[src/rtl/wb_exc_commit_pkg.sv]
// Shared WB/CP0 definitions: bus layout, exception codes, CP0 register numbers and the WB state.
// Imported by the writeback commit unit and its interrupt detector.
package wb_exc_commit_pkg;

   localparam int unsigned WB_TO_CP0_REGISTER_BUS_WD = 110;

   // Status.BEV is hard-wired to 1, so the general exception entry lives in the boot ROM.
   localparam logic [31:0] EX_VECTOR = 32'hBFC0_0380;

   localparam logic [4:0] EX_INT  = 5'h00;
   localparam logic [4:0] EX_ADEL = 5'h04;
   localparam logic [4:0] EX_ADES = 5'h05;
   localparam logic [4:0] EX_SYS  = 5'h08;
   localparam logic [4:0] EX_BP   = 5'h09;
   localparam logic [4:0] EX_RI   = 5'h0a;
   localparam logic [4:0] EX_OV   = 5'h0c;

   localparam logic [4:0] CR_BADVADDR = 5'd8;
   localparam logic [4:0] CR_COUNT    = 5'd9;
   localparam logic [4:0] CR_COMPARE  = 5'd11;
   localparam logic [4:0] CR_STATUS   = 5'd12;
   localparam logic [4:0] CR_CAUSE    = 5'd13;
   localparam logic [4:0] CR_EPC      = 5'd14;

   typedef enum logic {
      StRun,
      StFlush
   } ws_state_e;

   // Field order is MSB first and must match the CP0 register file's unpacking.
   typedef struct packed {
      logic        ex;
      logic [4:0]  excode;
      logic [31:0] badvaddr;
      logic        bd;
      logic [31:0] pc;
      logic        mtc0_we;
      logic [4:0]  c0_waddr;
      logic [31:0] c0_wdata;
      logic        eret_flush;
   } wb_cp0_bus_t;

   typedef struct packed {
      logic [31:0] pc;
      logic        ex;
      logic [4:0]  excode;
      logic [31:0] badvaddr;
      logic        bd;
      logic        mtc0;
      logic        mfc0;
      logic        eret;
      logic [4:0]  c0_addr;
      logic [31:0] rt_value;
      logic        gr_we;
      logic [4:0]  dest;
      logic [31:0] result;
   } ws_ctx_t;

   // Interrupt lines that are both raised in Cause.IP and enabled in Status.IM.
   function automatic logic [7:0] irq_lines(input logic [31:0] status, input logic [31:0] cause);
      return cause[15:8] & status[15:8];
   endfunction

endpackage

[src/rtl/wb_int_detect.sv]
// Combinational interrupt detection on CP0 Status/Cause readback and merge of the exception code.
// An enabled interrupt outranks whatever exception the instruction carried from upstream.
module wb_int_detect
   import wb_exc_commit_pkg::*;
(
   input  logic [31:0] i_status,
   input  logic [31:0] i_cause,
   input  logic [4:0]  i_ws_excode,
   output logic        o_int_pend,
   output logic [4:0]  o_excode
);

   logic w_ie;
   logic w_exl;
   logic w_unused;

   assign w_ie  = i_status[0];
   assign w_exl = i_status[1];

   assign o_int_pend = w_ie & ~w_exl & (|irq_lines(i_status, i_cause));
   assign o_excode   = o_int_pend ? EX_INT : i_ws_excode;

   assign w_unused = ^{i_status[31:16], i_status[7:2], i_cause[31:16], i_cause[7:0]};

endmodule

[src/rtl/wb_exc_commit.sv]
// Writeback commit: holds the WB pipeline register, merges exceptions with pending interrupts,
// drives the WB-to-CP0 bus, pipeline flush/redirect and the GPR writeback port.
module wb_exc_commit
   import wb_exc_commit_pkg::*;
#(
   parameter logic [31:0] EX_VECTOR = wb_exc_commit_pkg::EX_VECTOR
) (
   input  logic                                 clk,
   input  logic                                 reset,
   input  logic                                 ms_to_ws_valid,
   output logic                                 ws_allow_in,
   input  logic [31:0]                          ms_pc,
   input  logic                                 ms_ex,
   input  logic [4:0]                           ms_excode,
   input  logic [31:0]                          ms_badvaddr,
   input  logic                                 ms_bd,
   input  logic                                 ms_mtc0,
   input  logic                                 ms_mfc0,
   input  logic                                 ms_eret,
   input  logic [4:0]                           ms_c0_addr,
   input  logic [31:0]                          ms_rt_value,
   input  logic                                 ms_gr_we,
   input  logic [4:0]                           ms_dest,
   input  logic [31:0]                          ms_result,
   input  logic [31:0]                          cp0_rdata,
   input  logic [31:0]                          cp0_epc,
   input  logic [31:0]                          cp0_status,
   input  logic [31:0]                          cp0_cause,
   output logic [WB_TO_CP0_REGISTER_BUS_WD-1:0] wb_to_cp0_register_bus,
   output logic                                 rf_we,
   output logic [4:0]                           rf_waddr,
   output logic [31:0]                          rf_wdata,
   output logic                                 ws_flush,
   output logic [31:0]                          ws_flush_pc,
   output logic [31:0]                          debug_wb_pc
);

   ws_state_e   r_state;
   logic        r_ws_valid;
   ws_ctx_t     r_ws;

   logic        w_int_pend;
   logic [4:0]  w_excode;
   logic        w_take_ex;
   logic        w_eret_flush;
   logic        w_mtc0_we;
   wb_cp0_bus_t w_bus;

   wb_int_detect u_int_detect (
      .i_status    (cp0_status),
      .i_cause     (cp0_cause),
      .i_ws_excode (r_ws.excode),
      .o_int_pend  (w_int_pend),
      .o_excode    (w_excode)
   );

   assign w_take_ex    = r_ws_valid & (w_int_pend | r_ws.ex);
   assign w_eret_flush = r_ws_valid & r_ws.eret & ~w_take_ex;
   assign w_mtc0_we    = r_ws_valid & r_ws.mtc0 & ~w_take_ex;

   assign ws_allow_in = (r_state == StRun);
   assign ws_flush    = w_take_ex | w_eret_flush;

   always_comb begin
      w_bus            = '0;
      w_bus.ex         = w_take_ex;
      w_bus.excode     = w_excode;
      w_bus.badvaddr   = r_ws.badvaddr;
      w_bus.bd         = r_ws.bd;
      w_bus.pc         = r_ws.pc;
      w_bus.mtc0_we    = w_mtc0_we;
      w_bus.c0_waddr   = r_ws.c0_addr;
      w_bus.c0_wdata   = r_ws.rt_value;
      w_bus.eret_flush = w_eret_flush;
   end

   assign wb_to_cp0_register_bus = w_bus;

   always_comb begin
      ws_flush_pc = 32'h0;
      if (w_take_ex) begin
         ws_flush_pc = EX_VECTOR;
      end else if (w_eret_flush) begin
         ws_flush_pc = cp0_epc;
      end
   end

   assign rf_we       = r_ws_valid & r_ws.gr_we & ~w_take_ex;
   assign rf_waddr    = r_ws.dest;
   assign rf_wdata    = r_ws.mfc0 ? cp0_rdata : r_ws.result;
   assign debug_wb_pc = r_ws.pc;

   always_ff @(posedge clk) begin
      if (reset) begin
         r_state    <= StRun;
         r_ws_valid <= 1'b0;
         r_ws       <= '0;
      end else begin
         unique case (r_state)
            StRun: begin
               if (ws_flush) begin
                  r_state <= StFlush;
               end
               // Whatever MEM offers alongside a flush is younger and must be killed.
               if (ms_to_ws_valid && !ws_flush) begin
                  r_ws_valid      <= 1'b1;
                  r_ws.pc         <= ms_pc;
                  r_ws.ex         <= ms_ex;
                  r_ws.excode     <= ms_excode;
                  r_ws.badvaddr   <= ms_badvaddr;
                  r_ws.bd         <= ms_bd;
                  r_ws.mtc0       <= ms_mtc0;
                  r_ws.mfc0       <= ms_mfc0;
                  r_ws.eret       <= ms_eret;
                  r_ws.c0_addr    <= ms_c0_addr;
                  r_ws.rt_value   <= ms_rt_value;
                  r_ws.gr_we      <= ms_gr_we;
                  r_ws.dest       <= ms_dest;
                  r_ws.result     <= ms_result;
               end else begin
                  r_ws_valid <= 1'b0;
               end
            end
            StFlush: begin
               r_state    <= StRun;
               r_ws_valid <= 1'b0;
            end
            default: begin
               r_state    <= StRun;
               r_ws_valid <= 1'b0;
            end
         endcase
      end
   end

endmodule

[config.mk]
export PLATFORM = sky130hd
export DESIGN_NAME = wb_exc_commit
export DESIGN_NICKNAME = d
export VERILOG_FILES = /design/src/rtl/wb_exc_commit_pkg.sv /design/src/rtl/wb_int_detect.sv /design/src/rtl/wb_exc_commit.sv
export SDC_FILE = /design/constraint.sdc
export NUM_CORES = 1
export LEC_CHECK = 0
export CAP_MARGIN = 25
export CORE_AREA = 2 2 195 197
export CTS_BUF_LIST = sky130_fd_sc_hd__clkbuf_2
export DETAILED_ROUTE_END_ITERATION = 6
export DIE_AREA = 0 0 197 199
export SYNTH_ARGS = -nofsm -noshare
export SYNTH_HDL_FRONTEND = slang
export SYNTH_SLANG_ARGS = --single-unit
[constraint.sdc]
create_clock -name clk -period 2.7 [get_ports clk]
set_clock_uncertainty 0.2 [all_clocks]
set_input_delay 0.675 -clock clk [delete_from_list [all_inputs] [get_ports clk]]
set_output_delay 0.675 -clock clk [all_outputs]
set_load 0.005 [all_outputs]
==> results.yml, run 1 <==
sta:
  fmax_ghz: 0.340
  worst_slew_pin_slew_ps: 540
  finalHoldViolations: 0
  setup_violations: 74
  timing.final.crit_share_pct: 109
  min_period_ps: 2940
  slew_headroom_pct: 64.0
  finalSetupTns_ps: -11390
  fin_ws_ps: -242
  grt_setup_unrepaired: "true"
  drv_slew: 0
clocking:
  numCtsBuffers: 17
  cts_tree: "done"
  clk_path_buf_depth: 2
  htreeDepth: 4
  clkTransAtPathRegs_ps: 270
  clock_latency_ps: 770
  clock_sinks: 151
  cts-root-buf: "clkbuf_2"
critical_path:
  crit_family: "simple AND/OR/NAND/NOR gates"
  path_common_cell: "buf_6"
  critical_path.endpoint_type: "primary output"
  path_class: "flip-flop to primary output"
  arrival_ps: 2070
  max_stage_delay_ps: 380
  path_cells: "and2_4 > nor3b_4 > buf_6 > buf_6 > buf_6 > and2_4 > buf_6"
  path_max_fanout: 5
  slowest_stage: "dfxtp_2"
  crit_required_ps: 1820
  start_kind: "flip-flop"
  crit_buf_inv: 4
placement:
  place_ws_ps: -863
  place_area_um2: 12700
  place_congestion: 0.780
  numPortBuffers: 447
  dpl.hpwl_um: 19500
synth:
  syn_inst: 899
  syn-cell-area_um2: 8600
  synthTopCellsByArea: "dfxtp_1 (35%), nand2b_1 (22%), mux2i_1 (17%), buf_4 (13%), mux2_2 (4.2%)"
  synth_top_cell_area_share_pct: 35.2
  synth_nets: 1179
  seq_area_frac_synth_pct: 35.2
  yosys_warnings: 0
  yosysTopAreaCell: "dfxtp_1"
  ys_seq_elements: 151
  synth.distinct_cells: 26
  syn_avg_cell_area_um2: 9.56
detailed_routing:
  dr.first_iter.drc_count: 205
  vias: 7034
  postRouteWirelength_um: 28500
  drc: 0
  drt_pass1_iterations: 4
  via_per_inst: 3.98
  postRouteAntennaNets: 0
  wl_per_cell_um: 16.1
flow_run:
  cap_violations: 0
global_routing:
  gr-total-overflow: 0
  grt_pass1_vias: 7265
  grt_max_degree: 121
  antenna_found_initial: 3
  grt_use_total_pct: 14.0
  grt_pass1_wl_um: 41800
power_and_ir_drop:
  power.density_nw_per_um2: 421
  total_power_mw: 5.89
  ir_drop_mv: 0.235
  cellLeakagePower_nw: 6.37
layout:
  final_cell_mix: "nand2b_1 (298), clkdlybuf4s50_1 (225), mux2i_1 (149)"
  final_common_cell: "nand2b_1"
  areaGrowthSynthToFinish_pct: 62.9
  final_area_um2: 14000
  final_layout_size_suffix_gt1_share_pct: 32.6
  final_nets: 1562
die:
  coreArea_um2: 37100
  initial_core_util_pct: 23.2
  io-pin-count: 494
  die_x_um: 197
  rows: 71
  die-area_um2: 39200
  die_h_um: 199
outcome:
  outcome: "finished, violations left"
  violations: "setup timing"
hold_path:
  hold_class: "input pin to flip-flop"
## flip-flops by register name, summed over array words and instances, names as in the netlist
name                    flops
debug_wb_pc                32
r_state                     1
rf_waddr                    5
r_ws                       42
r_ws_valid                  1
wb_to_cp0_register_bus     70
## path summary, 6_finish.rpt
kind / slack (ps) / depth (start not counted) / to / startpoint
worst max-delay path: -240 / 7 / ws_flush_pc[15] / r_ws_valid
worst max register to register: 600 / 9 / debug_wb_pc[0] / r_ws_valid
worst min register to register: 210 / 1 / r_state / r_state
worst min-delay path: 190 / 3 / wb_to_cp0_register_bus[98] / ms_badvaddr[26]
## routing by layer
| layer | GRT usage [%] | wire, µm | vias up |
|---|---|---|---|
| met5 | 0 | 0 | - |
| met1 | 16.7 | 11900 | 3227 |
| li1 | - | - | 3505 |
| met2 | 23.5 | 14000 | 261 |
| met3 | 4.02 | 1860 | 41 |
| met4 | 6.02 | 722 | 0 |
## worst min-delay path: stages
cell,delay (ps)
clkdlybuf4s50_1,400
nand2b_1,70
mux2i_1,60
## kinds of logic after synthesis
| group | after synthesis | share of synthesized area [%] |
|---|---|---|
| compound gates | 12 | 1.44 |
| buf+inv | 202 | 16.8 |
| flops | 151 | 35.2 |
| mux | 181 | 21.5 |
| simple gates | 353 | 25.1 |
## power breakdown
group	switching, mW	internal (mW)	total, mW
registers	0.108	2.43	2.54
logic	0.595	1.11	1.71
clock network	0.937	0.711	1.65
total	1.64	4.25	5.89
## final cells by class
type	instances	area (µm²)
repair buffers	564	5510
fillers	3722	23100
clock buffers	17	85.1
clock inverters	14	221
well taps	474	593
diodes	1	2.50
multi-input cells	546	4410
inverters	2	7.51
flip-flops and latches	151	3170
## synthesized netlist by cell type, drive strengths merged
cell type	instances
buf	162
and3	2
a21boi	3
and2b	1
a41oi	1
nor2b	5
nor3b	2
nand2	21
inv	2
nor2	1
mux2i	149
and2	21
clkbuf	38
o21ai	2
mux2	32
a22oi	4
nand2b	299
a21oi	1
dfxtp	151
o31a	1
nand3	1
## through the flow
stage / hold slack (ps) / util [%] / cells
4_1_cts: 1.44 / 37.7 / 1771
2_1_floorplan: 198 / - / 899
3_5_place_dp: 211 / 34.1 / 1657
5_1_grt: 49.0 / 37.7 / 1769
6_report: 187 / 37.7 / 1769
3_3_place_gp: 204 / 34.1 / 1657
## repair_timing
| action | 4_1_cts | 5_1_grt |
|---|---|---|
| setup buffers | 76 | 9 |
| pin swaps | 25 | 5 |
| resized for setup | 780 | 29 |
| hold buffers | 2 | 0 |
| cloned | 7 | 0 |
| hold endpoints to repair | 17 | 0 |
| endpoints found under the setup margin | 214 | 75 |
Note: power is estimated with default switching activity, not from simulation.
==> run 2: changes to the inputs <==
Settings changed: SKIP_LAST_GASP set to 1.
==> run 2 against run 1 <==
The flow still finishes with violations (setup timing). Register-to-register slack about the same. Via count barely moved. Highest routed layer unchanged. First-iteration DRC count is 26% lower. Die area unchanged. Sequential power is essentially flat. Largest power group unchanged.
==> results.yml, run 2 (synthesized netlist as in run 1, its figures left out) <==
outcome:
  outcome: "finished, violations left"
  violations: "setup timing"
die:
  die_x_um: 197
  rows: 71
  coreArea_um2: 37100
  initial_core_util_pct: 23.2
  io-pin-count: 494
  die-area_um2: 39200
  die_h_um: 199
placement:
  numPortBuffers: 447
  place_congestion: 0.780
  dpl.hpwl_um: 19500
sta:
  drv_slew: 0
  fmax_ghz: 0.339
  finalHoldViolations: 0
  timing.hold.ws_ps: 200
  grt_setup_unrepaired: "true"
  timing.final.crit_share_pct: 109
  min_period_ps: 2950
  slew_headroom_pct: 64.7
  fin_ws_ps: -247
  worst_slew_pin_slew_ps: 529
  setup_violations: 73
critical_path:
  critical_path.endpoint_type: "primary output"
  max_stage_delay_ps: 240
  cp-startpoint: "cp0_status[1]"
  path_max_fanout: 4
  crit_required_ps: 1820
  crit_end: "ws_flush_pc[9]"
  path_class: "input pin to primary output"
  rrSetupSlack_ps: 600
  r2r-end: "debug_wb_pc[0]"
  reg2regPathDepth: 9
  reg2reg_from: "r_ws_valid"
  slowest_stage: "a41oi_4"
  path_cells: "dlygate4sd2_1 > nand2b_4 > a41oi_4 > buf_4 > buf_6 > o21ai_4 > buf_6 > buf_4 > nand2_1 > buf_2"
  arrival_ps: 2070
  start_kind: "input pin"
power_and_ir_drop:
  ir_drop_mv: 0.234
  cellLeakagePower_nw: 6.37
  power.density_nw_per_um2: 420
detailed_routing:
  dr.first_iter.drc_count: 152
  postRouteWirelength_um: 28300
  postRouteAntennaNets: 0
  drt_pass1_iterations: 4
  via_per_inst: 3.98
  drc: 0
  vias: 7041
  wl_per_cell_um: 16.0
global_routing:
  grt_use_total_pct: 13.9
  grt_max_degree: 121
  antenna_found_initial: 3
  grt_pass1_vias: 7211
  grt_pass1_wl_um: 41400
  gr-total-overflow: 0
layout:
  final_common_cell: "nand2b_1"
  largest_register_ffs: 70
  areaGrowthSynthToFinish_pct: 62.7
  nFillCells: 3722
  fin_util_pct: 37.7
  final_nets: 1564
  final_cell_mix: "nand2b_1 (298), clkdlybuf4s50_1 (225), mux2i_1 (149)"
  final_layout_size_suffix_gt1_share_pct: 32.6
flow_run:
  cap_violations: 0
clocking:
  clkTransAtPathRegs_ps: 260
  numCtsBuffers: 17
  clock_latency_ps: 760
  cts_tree: "done"
  htreeDepth: 4
  cts-root-buf: "clkbuf_2"
  clk_path_buf_depth: 2
  clock_sinks: 151
hold_path:
  hold_class: "input pin to flip-flop"
  whs_path_depth: 3
==> run 2: cell type report <==
type,instances,area [µm²],share of cell area (%)
Timing Repair Buffer,566,5510,39.4
Multi-Input combinational cell,546,4400,31.4
Sequential cell,151,3170,22.7
Tap cell,474,593,4.24
Clock inverter,14,221,1.58
Clock buffer,17,85.1,0.608
Inverter,2,7.51,0.0537
Antenna cell,1,2.50,0.0179
==> run 2: what timing repair did <==
| item | in CTS | in global routing |
|---|---|---|
| hold buffers | 2 | 0 |
| buffers inserted | 76 | 13 |
| endpoints found under the hold margin | 17 | 0 |
| gates cloned | 7 | 0 |
| resized for setup | 748 | 55 |
| pin swaps | 25 | 5 |
| endpoints found under the setup margin | 214 | 75 |
==> run 2: worst min path at each step <==
stage / startpoint / end / slack [ps]
floorplan: r_state / r_state / 200
detailed placement: r_state / r_state / 210
finish: ms_pc[26] / debug_wb_pc[26] / 200
CTS: ms_result[7] / r_ws[7] / 1
global route: ms_pc[26] / debug_wb_pc[26] / 50
global placement: r_state / r_state / 200
==> run 2: metrics by stage <==
stage / setup TNS [ps] / setup slack, ps / std cells / power (mW) / area [µm²]
3_3_place_gp: -46530 / -808 / 1657 / 4.12 / 12700
2_1_floorplan: 0 / 105 / 899 / 3.36 / 8600
3_5_place_dp: -51810 / -863 / 1657 / 4.14 / 12700
4_1_cts: -23710 / -508 / 1771 / 6.00 / 13800
6_report: -10650 / -247 / 1771 / 5.88 / 14000
5_1_grt: -23760 / -478 / 1771 / 6.22 / 14000
==> run 2: worst max-delay path: cells and delay by family <==
family | cells | cell delay (ps)
buffers and inverters | 6 | 880
and+or+nand+nor | 2 | 210
AOI/OAI and AO/OA | 2 | 300
==> run 2: report_power, final <==
group	internal, mW	switching, mW
combinational	1.11	0.591
sequential	2.43	0.107
clock	0.711	0.934
==> run 2: routing by layer <==
metal  track usage (%)  part of all wire, %  up-vias
met5                 0                    0        -
met4              5.90                  2.3        0
met3              4.02                  6.4       35
met2              23.1                   49      254
met1              16.6                   42     3245
li1                  -                    -     3507
